--- src/rtl/pipeline_skid_reg.sv ---
// Two-entry valid/ready register slice: registered forward path, in_ready straight from a flop.
// Optional perf counters (stall_cnt, skid_cnt) are built when PIPELINE_SKID_PERF_EN is defined.
module pipeline_skid_reg #(
    parameter int WIDTH = 8
`ifdef PIPELINE_SKID_PERF_EN
    ,
    parameter int CNT_W = 16
`endif
) (
    input  logic             clk,
    input  logic             rst_n,
    input  logic             in_valid,
    output logic             in_ready,
    input  logic [WIDTH-1:0] in_data,
    output logic             out_valid,
    input  logic             out_ready,
    output logic [WIDTH-1:0] out_data
`ifdef PIPELINE_SKID_PERF_EN
    ,
    output logic [CNT_W-1:0] stall_cnt,
    output logic [CNT_W-1:0] skid_cnt
`endif
);

    // Encoding is {skid_valid, out_valid}, so both handshake outputs are raw flop bits.
    typedef enum logic [1:0] {
        EMPTY = 2'b00,
        BUSY  = 2'b01,
        FULL  = 2'b11
    } state_t;

    state_t           state;
    state_t           state_nxt;
    logic [WIDTH-1:0] main_data;
    logic [WIDTH-1:0] skid_data;
    logic             in_fire;
    logic             out_fire;
    logic             load_main_in;
    logic             load_main_skid;
    logic             load_skid;

    assign in_fire  = in_valid && in_ready;
    assign out_fire = out_valid && out_ready;

    // NOTE: sequential state uses non-blocking assignments with async active-low reset.
    always_ff @(posedge clk or negedge rst_n) begin
        if (!rst_n) begin
            state <= EMPTY;
        end else begin
            state <= state_nxt;
        end
    end

    // NOTE: default assignment first so every path drives state_nxt and no latch is inferred.
    always_comb begin
        state_nxt = state;
        case (state)
            EMPTY: if (in_fire) state_nxt = BUSY;
            BUSY: begin
                if (in_fire && !out_ready) state_nxt = FULL;
                else if (!in_fire && out_fire) state_nxt = EMPTY;
            end
            FULL:    if (out_fire) state_nxt = BUSY;
            default: state_nxt = EMPTY;
        endcase
    end

    always_comb begin
        out_valid = state[0];
        in_ready  = ~state[1];
    end

    // Payload steering: skid only catches the beat that arrives while main is stalled.
    always_comb begin
        load_main_in   = in_fire && ((state == EMPTY) || ((state == BUSY) && out_ready));
        load_skid      = in_fire && (state == BUSY) && !out_ready;
        load_main_skid = (state == FULL) && out_ready;
    end

    // NOTE: payload registers are reset too, so out_data reads a defined 0 after reset.
    always_ff @(posedge clk or negedge rst_n) begin
        if (!rst_n) begin
            main_data <= '0;
        end else if (load_main_skid) begin
            main_data <= skid_data;
        end else if (load_main_in) begin
            main_data <= in_data;
        end
    end

    always_ff @(posedge clk or negedge rst_n) begin
        if (!rst_n) begin
            skid_data <= '0;
        end else if (load_skid) begin
            skid_data <= in_data;
        end
    end

    assign out_data = main_data;

`ifdef PIPELINE_SKID_PERF_EN
    logic stall_ev;

    assign stall_ev = out_valid && !out_ready;

    // Saturating counters: hold at all-ones rather than wrap.
    always_ff @(posedge clk or negedge rst_n) begin
        if (!rst_n) begin
            stall_cnt <= '0;
            skid_cnt  <= '0;
        end else begin
            if (stall_ev && (stall_cnt != '1)) stall_cnt <= stall_cnt + CNT_W'(1);
            if (load_skid && (skid_cnt != '1)) skid_cnt <= skid_cnt + CNT_W'(1);
        end
    end
`endif

endmodule
--- config.mk ---
export PLATFORM = sky130hd
export DESIGN_NAME = pipeline_skid_reg
export DESIGN_NICKNAME = d
export VERILOG_FILES = /design/src/rtl/pipeline_skid_reg.sv
export SDC_FILE = /design/constraint.sdc
export NUM_CORES = 1
export LEC_CHECK = 0
export BUFFER_PORTS_ARGS = -buffer_cell sky130_fd_sc_hd__buf_2
export CORE_MARGIN = 1.5
export CORE_UTILIZATION = 50
export DETAILED_ROUTE_END_ITERATION = 8
export PLACE_DENSITY = 0.86
export SYNTH_ARGS = -nofsm -noshare
export SYNTH_HDL_FRONTEND = slang
export SYNTH_SLANG_ARGS = --single-unit
--- constraint.sdc ---
create_clock -name clk -period 2.2 [get_ports clk]
set_clock_uncertainty 0.1 [all_clocks]
set_input_delay 0.11 -clock clk [delete_from_list [all_inputs] [get_ports clk]]
set_output_delay 0.11 -clock clk [all_outputs]
set_load 0.02 [all_outputs]
==> Word-level counts from Yosys, hierarchy flattened <==
Index checks and enable logic that the tools add are counted.
Widths: inputs -> output; s select.
{ "word_totals": {"regBits": 18, "elab_cells": 31, "out_inout_bits": 10} }
{ "classes": {"n_mux": 7, "n_eq_ne": 5, "bitwise_logic": 1, "n_reduce_logical": 15} }
{ "ops": {"columns": ["operator", "n"], "rows": [
  ["$mux 8", 2],
  ["$logic_and 1x1->1", 9],
  ["$mux 2", 4],
  ["$pmux 2 s3", 1],
  ["$ne 2x2->1 const B", 2],
  ["$ne 3x3->1 const B", 1],
  ["$reduce_and 3->1", 1],
  ["$eq 2x1->1 const B", 1],
  ["$eq 2x2->1 const B", 1],
  ["$logic_not 1->1", 2],
  ["$logic_not 2->1", 1],
  ["$reduce_bool 2->1", 1],
  ["$logic_or 1x1->1", 1],
  ["$not 1->1", 1]
]} }

==> Depth between registers and ports, before layout <==
Gate-level depths: netlist of the first run.
{ "logic_depth": {"ltp_word": 7, "mapped_depth": 6, "mapped_depth_nobuf": 5} }

==> Worst setup path after synthesis of the first run <==
No wires, ideal clock.
{ "synth_timing": {"path_kind": "reg-to-reg", "startpoint": "register state[0]", "endpoint": "register main_data[0] (netlist: out_data[0])", "required_time_ns": 1.975, "setup_time_ns": 0.125, "slack_ns": 0.440, "arrival_ns": 1.535, "path_stages_with_launch": 5, "path_cell_list": "dfrtp_1 -> ha_1 -> nand2_1 -> mux2_2 -> mux2_4"} }
{ "synth_between": {"elab_chain_len": 5, "elab_cells_between_ends": 9, "cone_classes": "eq/ne: 2; mux: 1; reduce/logical: 6"} }
{ "synth_rtl": {"columns": ["element", "line_no", "source"], "rows": [
  ["start: declaration", "32", "state_t state;"],
  ["start signal: assignment", "50", "state <= state_nxt;"],
  ["$eq 2x1->1", "75", "load_main_in = in_fire && ((state == EMPTY) || ((state == BUSY) && out_ready));"],
  ["$logic_and 1x1->1", "75", null],
  ["$logic_or 1x1->1", "75", null],
  ["$logic_and 1x1->1", "75", null],
  ["$reduce_bool 2->1 (no line)", null, null],
  ["end signal: assignment", "85", "main_data <= skid_data;"],
  ["end signal: assignment", "87", "main_data <= in_data;"],
  ["end: declaration", "34", "logic [WIDTH-1:0] main_data;"]
]} }
Parallel ways exist; a longest one is shown, timed or not.
A chain may end at the register's enable or synchronous reset.

==> Worst setup path after layout of the first run <==
{ "layout_timing": {"startpoint": "register state[1]", "endpoint": "register main_data[4] (netlist: out_data[4])"} }
The elaborated chain is that of the path after synthesis.

==> summary.md, run 1 <==
| Metric | Value |
|---|---|
| Cell Area, Synth | `927.1 sq um` |
| Setup repair after global routing missed its margin | `no` |
| Worst rel slew slack | `64.60%` |
| Cells after synthesis | `66` |
| Vias after detailed routing | `623` |
| Placement row count | `15` |
| First-pass GRT wire length | `2.773 mm` |
| Share of post-route cells with drive strength above 1 | `50.51%` |
| Number of sinks on the clock net | `18` |
| Residual overflow from global routing | `0` |
| Terminus of the critical flop-to-flop path | `out_data[4]$_DFFE_PN0P_` |
| Post-Synthesis Mean Instance Area | `14.05 sq um` |
| Largest fanout on the critical path | `8` |
| Achievable frequency | `531.7 MHz` |
| Slew at the pin with the worst max-slew slack | `531.0 ps` |
| Vertical die dimension | `46.06 um` |
| Multi-input gate area in the final layout | `449.2 sq um` |
| Post-layout min period | `1881 ps` |
| Antenna viol nets, final | `0` |
| Static leakage | `0.5721 nW` |
| Required time worst endpoint | `2280 ps` |
| Count of final setup violators | `0` |
| Number of buffers created by CTS | `3` |
| Cell types occupying the most area after synthesis | `sky130_fd_sc_hd__dfrtp_1, sky130_fd_sc_hd__mux2_2, sky130_fd_sc_hd__mux2_4` |
| Startpoint of the worst register-to-register path | `state[1]$_DFFE_PN0P_` |
| Kind of critical path | `reg -> reg` |
| Hold violation total from the final report | `0` |
| CORE AREA | `1727 sq um` |
| Tightest Hold Check Type | `in -> async` |
| Latest clock arrival within the worst-skew pair | `290 ps` |
| Post-Synthesis Net Count | `82` |
| Endpoint kind of the worst setup timing path | `flip-flop` |
| Port bufs | `21` |
| Fraction of post-synthesis cell area in the top cell type by area | `48.58%` |
| Clock-pin slew reported for the worst setup and hold paths after clock tree synthesis | `110 ps` |
| Area growth from synthesis to final layout | `27.40%` |
| Total Nets Final | `116` |
| Series of cell instances along the critical path | `inv_1 -> ha_1 -> a21o_1 -> a22o_1 -> mux2_4` |
| Ant diodes | `0` |
| Final Non-Filler Cells | `124` |
| # Post-CTS Setup Buffers | `0` |
| Routability congestion estimate | `0.8424` |
| Slowest Stage Delay on Critical Path | `460 ps` |
| Die Span X | `46.06 um` |
| Iteration-0 DRC count of the detailed router | `6` |
| Max Root-Sink Buffers | `2` |
| Clock tree from TritonCTS | `yes` |
| Fill cell instance count of the final layout | `129` |
| Slowest cell on the critical path | `sky130_fd_sc_hd__a22o_1` |
| Via density per instance | `5.024` |
| Placed instance count | `111` |
| Cell taking the most area after synthesis | `sky130_fd_sc_hd__dfrtp_1` |
| Area of all sequential standard cells | `450.4 sq um` |
| Arrival time of the worst setup path | `1960 ps` |
| Worst setup slack for register-to-register paths | `320 ps` |
| Number of iterations in the first detailed-routing pass | `3` |
| Sequential cell area fraction in the yosys report | `48.58%` |
| Critical Path Source Type | `flip-flop` |
| Root Driver | `sky130_fd_sc_hd__clkbuf_4` |
| Logic depth of the worst register-to-register path | `5` |
| Number of different library cells in the post-synthesis netlist | `18` |
| Antenna violations before repair | `0` |
| Ys Warns | `0` |
| Sum of net half-perimeters after detailed placement | `1.171 mm` |
| Outcome | `completed` |
| Initial core utilization | `53.70%` |
| Max cap viols | `0` |
| Peak supply drop | `0.0008521 V` |
| Number of global-route vias before repair | `647` |
| Total wire length | `1.760 mm` |
| Power density normalized to cell area | `1258 nW/um^2` |
| Final Slew Violations | `0` |
| Residual DRC | `0` |
| Setup TNS | `0 ps` |
| CTS H-tree depth | `1` |
| Largest net degree at the start of global routing | `19` |
| Fraction of the cycle the final worst path needs | `85.49%` |
| Post-detailed-route wirelength per cell | `14.19 um` |
| Register bit total from synthesis | `18` |
| Number of top-level pins | `22` |
| Overall Global Routing Usage | `18.66%` |
| Area of the die | `2122 sq um` |
## per-stage QoR
step / instance area (sq um) / util [%] / setup slack, ps / hold WS [ps] / total power, W
5_1_grt: 1181 / 68.41 / 211.6 / 203.3 / 0.001573
3_5_place_dp: 1055 / 61.09 / 340.4 / -39.59 / 0.001273
3_3_place_gp: 1055 / 61.09 / 364.9 / -49.20 / 0.001248
4_1_cts: 1181 / 68.41 / 323.2 / 172.3 / 0.001492
6_report: 1181 / 68.41 / 319.2 / 181.5 / 0.001485
2_1_floorplan: 927.1 / - / 440.0 / -285.6 / 0.001106
## critical path, delay by kind of cell (launching register included)
kind | cells | cell delay (ps)
mux | 1 | 340
fa+ha+maj | 1 | 190
flops | 1 | 440
compound gates | 2 | 570
buf+inv | 1 | 130
## placed cells by master (no fill, tap or decap), types with 2 or more instances in the layout
cell                            count
sky130_fd_sc_hd__buf_2             21
sky130_fd_sc_hd__dfrtp_1           18
sky130_fd_sc_hd__mux2_2            16
sky130_fd_sc_hd__dlygate4sd3_1      9
sky130_fd_sc_hd__mux2_4             8
sky130_fd_sc_hd__ha_1               4
sky130_fd_sc_hd__inv_1              3
sky130_fd_sc_hd__clkbuf_4           3
sky130_fd_sc_hd__nand2_1            2
sky130_fd_sc_hd__nand2b_1           2
sky130_fd_sc_hd__o21ai_0            2
sky130_fd_sc_hd__mux2i_1            2
## Yosys cell counts
cell type	n
sky130_fd_sc_hd__mux2_4	8
sky130_fd_sc_hd__dfrtp_1	18
sky130_fd_sc_hd__nor3b_1	1
sky130_fd_sc_hd__a22o_1	1
sky130_fd_sc_hd__a21o_1	1
sky130_fd_sc_hd__buf_6	1
sky130_fd_sc_hd__buf_2	1
sky130_fd_sc_hd__o21ai_0	2
sky130_fd_sc_hd__ha_1	4
sky130_fd_sc_hd__nand2_1	2
sky130_fd_sc_hd__nor2_1	1
sky130_fd_sc_hd__o21bai_1	1
sky130_fd_sc_hd__mux2_2	16
sky130_fd_sc_hd__nand2b_1	2
sky130_fd_sc_hd__inv_1	3
sky130_fd_sc_hd__nor2b_1	1
sky130_fd_sc_hd__a22oi_1	1
sky130_fd_sc_hd__mux2i_1	2
## sequential cells by signal, indices dropped and copies added, names as in the netlist
register	flops
skid_data	8
out_data	8
state	2
## area by class of cell
type | count | area share (%)
sequential | 18 | 38.14
multi-input combinational | 43 | 38.03
timing repair buffer | 31 | 17.16
clock buffer | 4 | 3.072
tap | 25 | 2.648
inverter | 3 | 0.9534
## worst max path at each step
stage,from,endpoint,slack [ps]
floorplan,state[0]$_DFFE_PN0P_,out_data[0]$_DFFE_PN0P_,440
global placement,state[0]$_DFFE_PN0P_,out_data[3]$_DFFE_PN0P_,360
detailed placement,state[1]$_DFFE_PN0P_,out_data[5]$_DFFE_PN0P_,340
CTS,state[1]$_DFFE_PN0P_,out_data[5]$_DFFE_PN0P_,320
global route,state[1]$_DFFE_PN0P_,out_data[2]$_DFFE_PN0P_,210
finish,state[1]$_DFFE_PN0P_,out_data[4]$_DFFE_PN0P_,320
## report_power, final
group	internal [W]	switching, W	total, W	leakage [nW]
logic	0.000364	0.000324	0.000688	0.337
registers	0.000496	0.0000977	0.000593	0.214
clock network	0.000101	0.000103	0.000204	0.0210
## kinds of logic (layout without fill, tap and decap cells)
kind of cell	after synthesis	count (layout)	share of synthesized area, %
AOI/OAI and AO/OA	6	6	4.455
adders and majority gates	4	4	5.398
buffers and inverters	5	38	2.968
DFF	18	18	48.58
muxes	26	26	34.55
and+or+nand+nor	7	7	4.049
## routing by layer
metal / vias to the layer above / part of all wire (%) / global-route usage [%]
met2: 15 / 51 / 33.33
li1: 298 / - / -
met1: 310 / 45 / 22.39
met4: 0 / 0 / 4.000
met3: 0 / 3.5 / 4.706
met5: - / 0 / 0
## timing repair
action	CTS	global route
hold buffers	9	0
endpoints found under the setup margin	0	0
gates resized for setup	0	0
hold endpoints to repair	26	0
Power figures use the tool's default switching activity.
==> run 2, diff against run 1 <==
--- a/config.mk
+++ b/config.mk
@@ -7,9 +7,9 @@
 export LEC_CHECK = 0
 export BUFFER_PORTS_ARGS = -buffer_cell sky130_fd_sc_hd__buf_2
 export CORE_MARGIN = 1.5
-export CORE_UTILIZATION = 50
+export CORE_UTILIZATION = 51
 export DETAILED_ROUTE_END_ITERATION = 8
-export PLACE_DENSITY = 0.86
+export PLACE_DENSITY = 0.87
 export SYNTH_ARGS = -nofsm -noshare
 export SYNTH_HDL_FRONTEND = slang
 export SYNTH_SLANG_ARGS = --single-unit
==> summary.md, run 2 (synthesis results as in run 1) <==
| Metric | Value |
|---|---|
| Initial core utilization | `54.29% (+0.59 points)` |
| First-pass GRT wire length | `2.794 mm (+0.76%)` |
| Largest net degree at the start of global routing | `19 (unchanged)` |
| Share of post-route cells with drive strength above 1 | `50.51% (unchanged)` |
| Series of cell instances along the critical path | `inv_1 -> ha_1 -> a21o_1 -> a22o_1 -> mux2_4` |
| Placement row count | `15 (unchanged)` |
| Hold violation total from the final report | `0 (unchanged)` |
| Most frequent cells in the layout | `sky130_fd_sc_hd__buf_2, sky130_fd_sc_hd__dfrtp_1, sky130_fd_sc_hd__mux2_2, sky130_fd_sc_hd__dlygate4sd3_1, sky130_fd_sc_hd__mux2_4` |
| Internal power component | `0.0009620 W (+0.11%)` |
| Vertical die dimension | `45.64 um (-0.92%)` |
| Fill cell instance count of the final layout | `128 (-0.78%)` |
| Setup repair after global routing missed its margin | `no` |
| Power share of the clock group | `13.2% (-0.5 points)` |
| Power density normalized to cell area | `1255 nW/um^2 (-0.17%)` |
| Number of iterations in the first detailed-routing pass | `4 (+1)` |
| Area of the die | `2083 sq um (-1.8%)` |
| Ant diodes | `0 (unchanged)` |
| Via density per instance | `5.048 (+0.48%)` |
| Worst rel slew slack | `64.89% (+0.29 points)` |
| Slowest cell on the critical path | `sky130_fd_sc_hd__a22o_1` |
| Total wire length | `1.768 mm (+0.45%)` |
| Seq pwr share | `40.0% (about the same)` |
| CTS H-tree depth | `1 (unchanged)` |
| Largest fanout on the critical path | `8 (unchanged)` |
| Number of sinks on the clock net | `18 (unchanged)` |
| Area growth from synthesis to final layout | `27.40% (unchanged)` |
| Latest clock arrival within the worst-skew pair | `280 ps (about the same)` |
| Number of global-route vias before repair | `633 (-2.2%)` |
| Port bufs | `21 (unchanged)` |
| Final Slew Violations | `0 (unchanged)` |
| Endpoint kind of the worst setup timing path | `flip-flop` |
| Tightest Hold Check Type | `in -> async` |
| Root Driver | `sky130_fd_sc_hd__clkbuf_4` |
| Post-detailed-route wirelength per cell | `14.26 um (+0.45%)` |
| Slew at the pin with the worst max-slew slack | `526.7 ps (-4.282 ps)` |
| Overall Global Routing Usage | `19.19% (+0.52 points)` |
| Gate power share | `46.7% (+0.4 points)` |
| Startpoint of the worst register-to-register path | `state[1]$_DFFE_PN0P_` |
| Number of gates resized after CTS | `0 (unchanged)` |
| Static leakage | `0.5721 nW (unchanged)` |
| Count of final setup violators | `0 (unchanged)` |
| Fraction of the cycle the final worst path needs | `85.03% (-0.46 points)` |
| Routability congestion estimate | `0.8224 (-2.4%)` |
| Achievable frequency | `534.6 MHz (+0.54%)` |
| Most common cell after layout, fill and taps aside | `sky130_fd_sc_hd__buf_2` |
| Total Nets Final | `116 (unchanged)` |
| Antenna violations before repair | `0 (unchanged)` |
| Post-placement cell area | `1055 sq um (unchanged)` |
| Sum of net half-perimeters after detailed placement | `1.213 mm (+3.6%)` |
| Clock-pin slew reported for the worst setup and hold paths after clock tree synthesis | `100 ps (about the same)` |
| Iteration-0 DRC count of the detailed router | `12 (+6)` |
| Switch share | `35.12% (-0.18 points)` |
| Antenna viol nets, final | `0 (unchanged)` |
| Peak supply drop | `0.0006413 V (-25%)` |
| Start point of the critical path | `state[1]$_DFFE_PN0P_` |
| Slowest Stage Delay on Critical Path | `460 ps (about the same)` |
| Arrival time of the worst setup path | `1950 ps (about the same)` |
| Critical Path Source Type | `flip-flop` |
| Final Non-Filler Cells | `124 (unchanged)` |
| Outcome | `completed` |
| Number of top-level pins | `22 (unchanged)` |
| Residual DRC | `0 (unchanged)` |
| Clock tree from TritonCTS | `yes` |
| Vias after detailed routing | `626 (+0.48%)` |
| Setup TNS | `0 ps (unchanged)` |
| Overall power of the completed layout | `0.001483 W (-0.17%)` |
| Required time worst endpoint | `2280 ps (about the same)` |
| Net switching power | `0.0005208 W (-0.67%)` |
| Die Span X | `45.64 um (-0.92%)` |
| Max cap viols | `0 (unchanged)` |
| Residual overflow from global routing | `0 (unchanged)` |
| Placed instance count | `111 (unchanged)` |
| Post-layout min period | `1871 ps (-10.19 ps)` |
| Kind of critical path | `reg -> reg` |
| Number of buffers created by CTS | `3 (unchanged)` |
| Max Root-Sink Buffers | `2 (unchanged)` |
| Design area | `1181 sq um (unchanged)` |
| CORE AREA | `1708 sq um (-1.1%)` |
==> run 2: power groups by stage <==
stage               Clock, W  Combinational [W]  Sequential, W
finish              0.000196           0.000693       0.000594
global route        0.000215           0.000748       0.000610
CTS                 0.000202           0.000698       0.000593
detailed placement         0           0.000687       0.000595
global placement           0           0.000659       0.000589
floorplan                  0           0.000422       0.000684
==> run 2: timing repair <==
| action | CTS | global route |
|---|---|---|
| endpoints found under the setup margin | 0 | 0 |
| buffers inserted | 0 | 0 |
| endpoints found under the hold margin | 26 | 0 |
| hold buffers | 9 | 0 |
==> run 2: worst max-delay path: cells and delay by family (launching register included) <==
kind	cells	cell delay (ps)
buffers and inverters	1	130
AOI/OAI and AO/OA	2	570
muxes	1	350
adders and majority gates	1	190
DFF	1	430
==> run 2: metrics by stage <==
step | util [%] | worst slack [ps] | hold WS [ps]
after floorplan | - | 440.0 | -285.6
after global placement | 61.76 | 372.5 | -45.10
after detailed placement | 61.76 | 334.9 | -43.74
after CTS | 69.16 | 326.0 | 172.7
after global routing | 69.16 | 213.1 | 209.0
final | 69.16 | 329.4 | 172.4
==> run 2: final timing paths <==
kind | to | slack, ps | depth (start not counted)
max | out_data[1]$_DFFE_PN0P_ | 330 | 5
min | out_data[6]$_DFFE_PN0P_ | 170 | 2
max reg2reg | out_data[1]$_DFFE_PN0P_ | 330 | 5
min reg2reg | skid_data[2]$_DFFE_PN0P_ | 420 | 1
max in group asynchronous | out_data[0]$_DFFE_PN0P_ | 1550 | 2
min in group clk | state[1]$_DFFE_PN0P_ | 260 | 5
==> run 2: final cells by class <==
class / instances / area, sq um / area share (%)
multi-input combinational: 43 / 449.2 / 38.03
tap: 25 / 31.28 / 2.648
timing repair buffer: 31 / 202.7 / 17.16
sequential: 18 / 450.4 / 38.14
inverter: 3 / 11.26 / 0.9534
clock buffer: 4 / 36.28 / 3.072
==> run 2: per-layer routing <==
layer / wire, um / vias to the layer above / global-route usage (%) / part of all wire (%)
met5: 0 / - / 0 / 0
li1: - / 300 / - / -
met4: 13 / 0 / 8.824 / 0.74
met1: 769 / 305 / 23.21 / 43
met3: 70 / 2 / 2.778 / 4.0
met2: 914 / 19 / 33.24 / 52
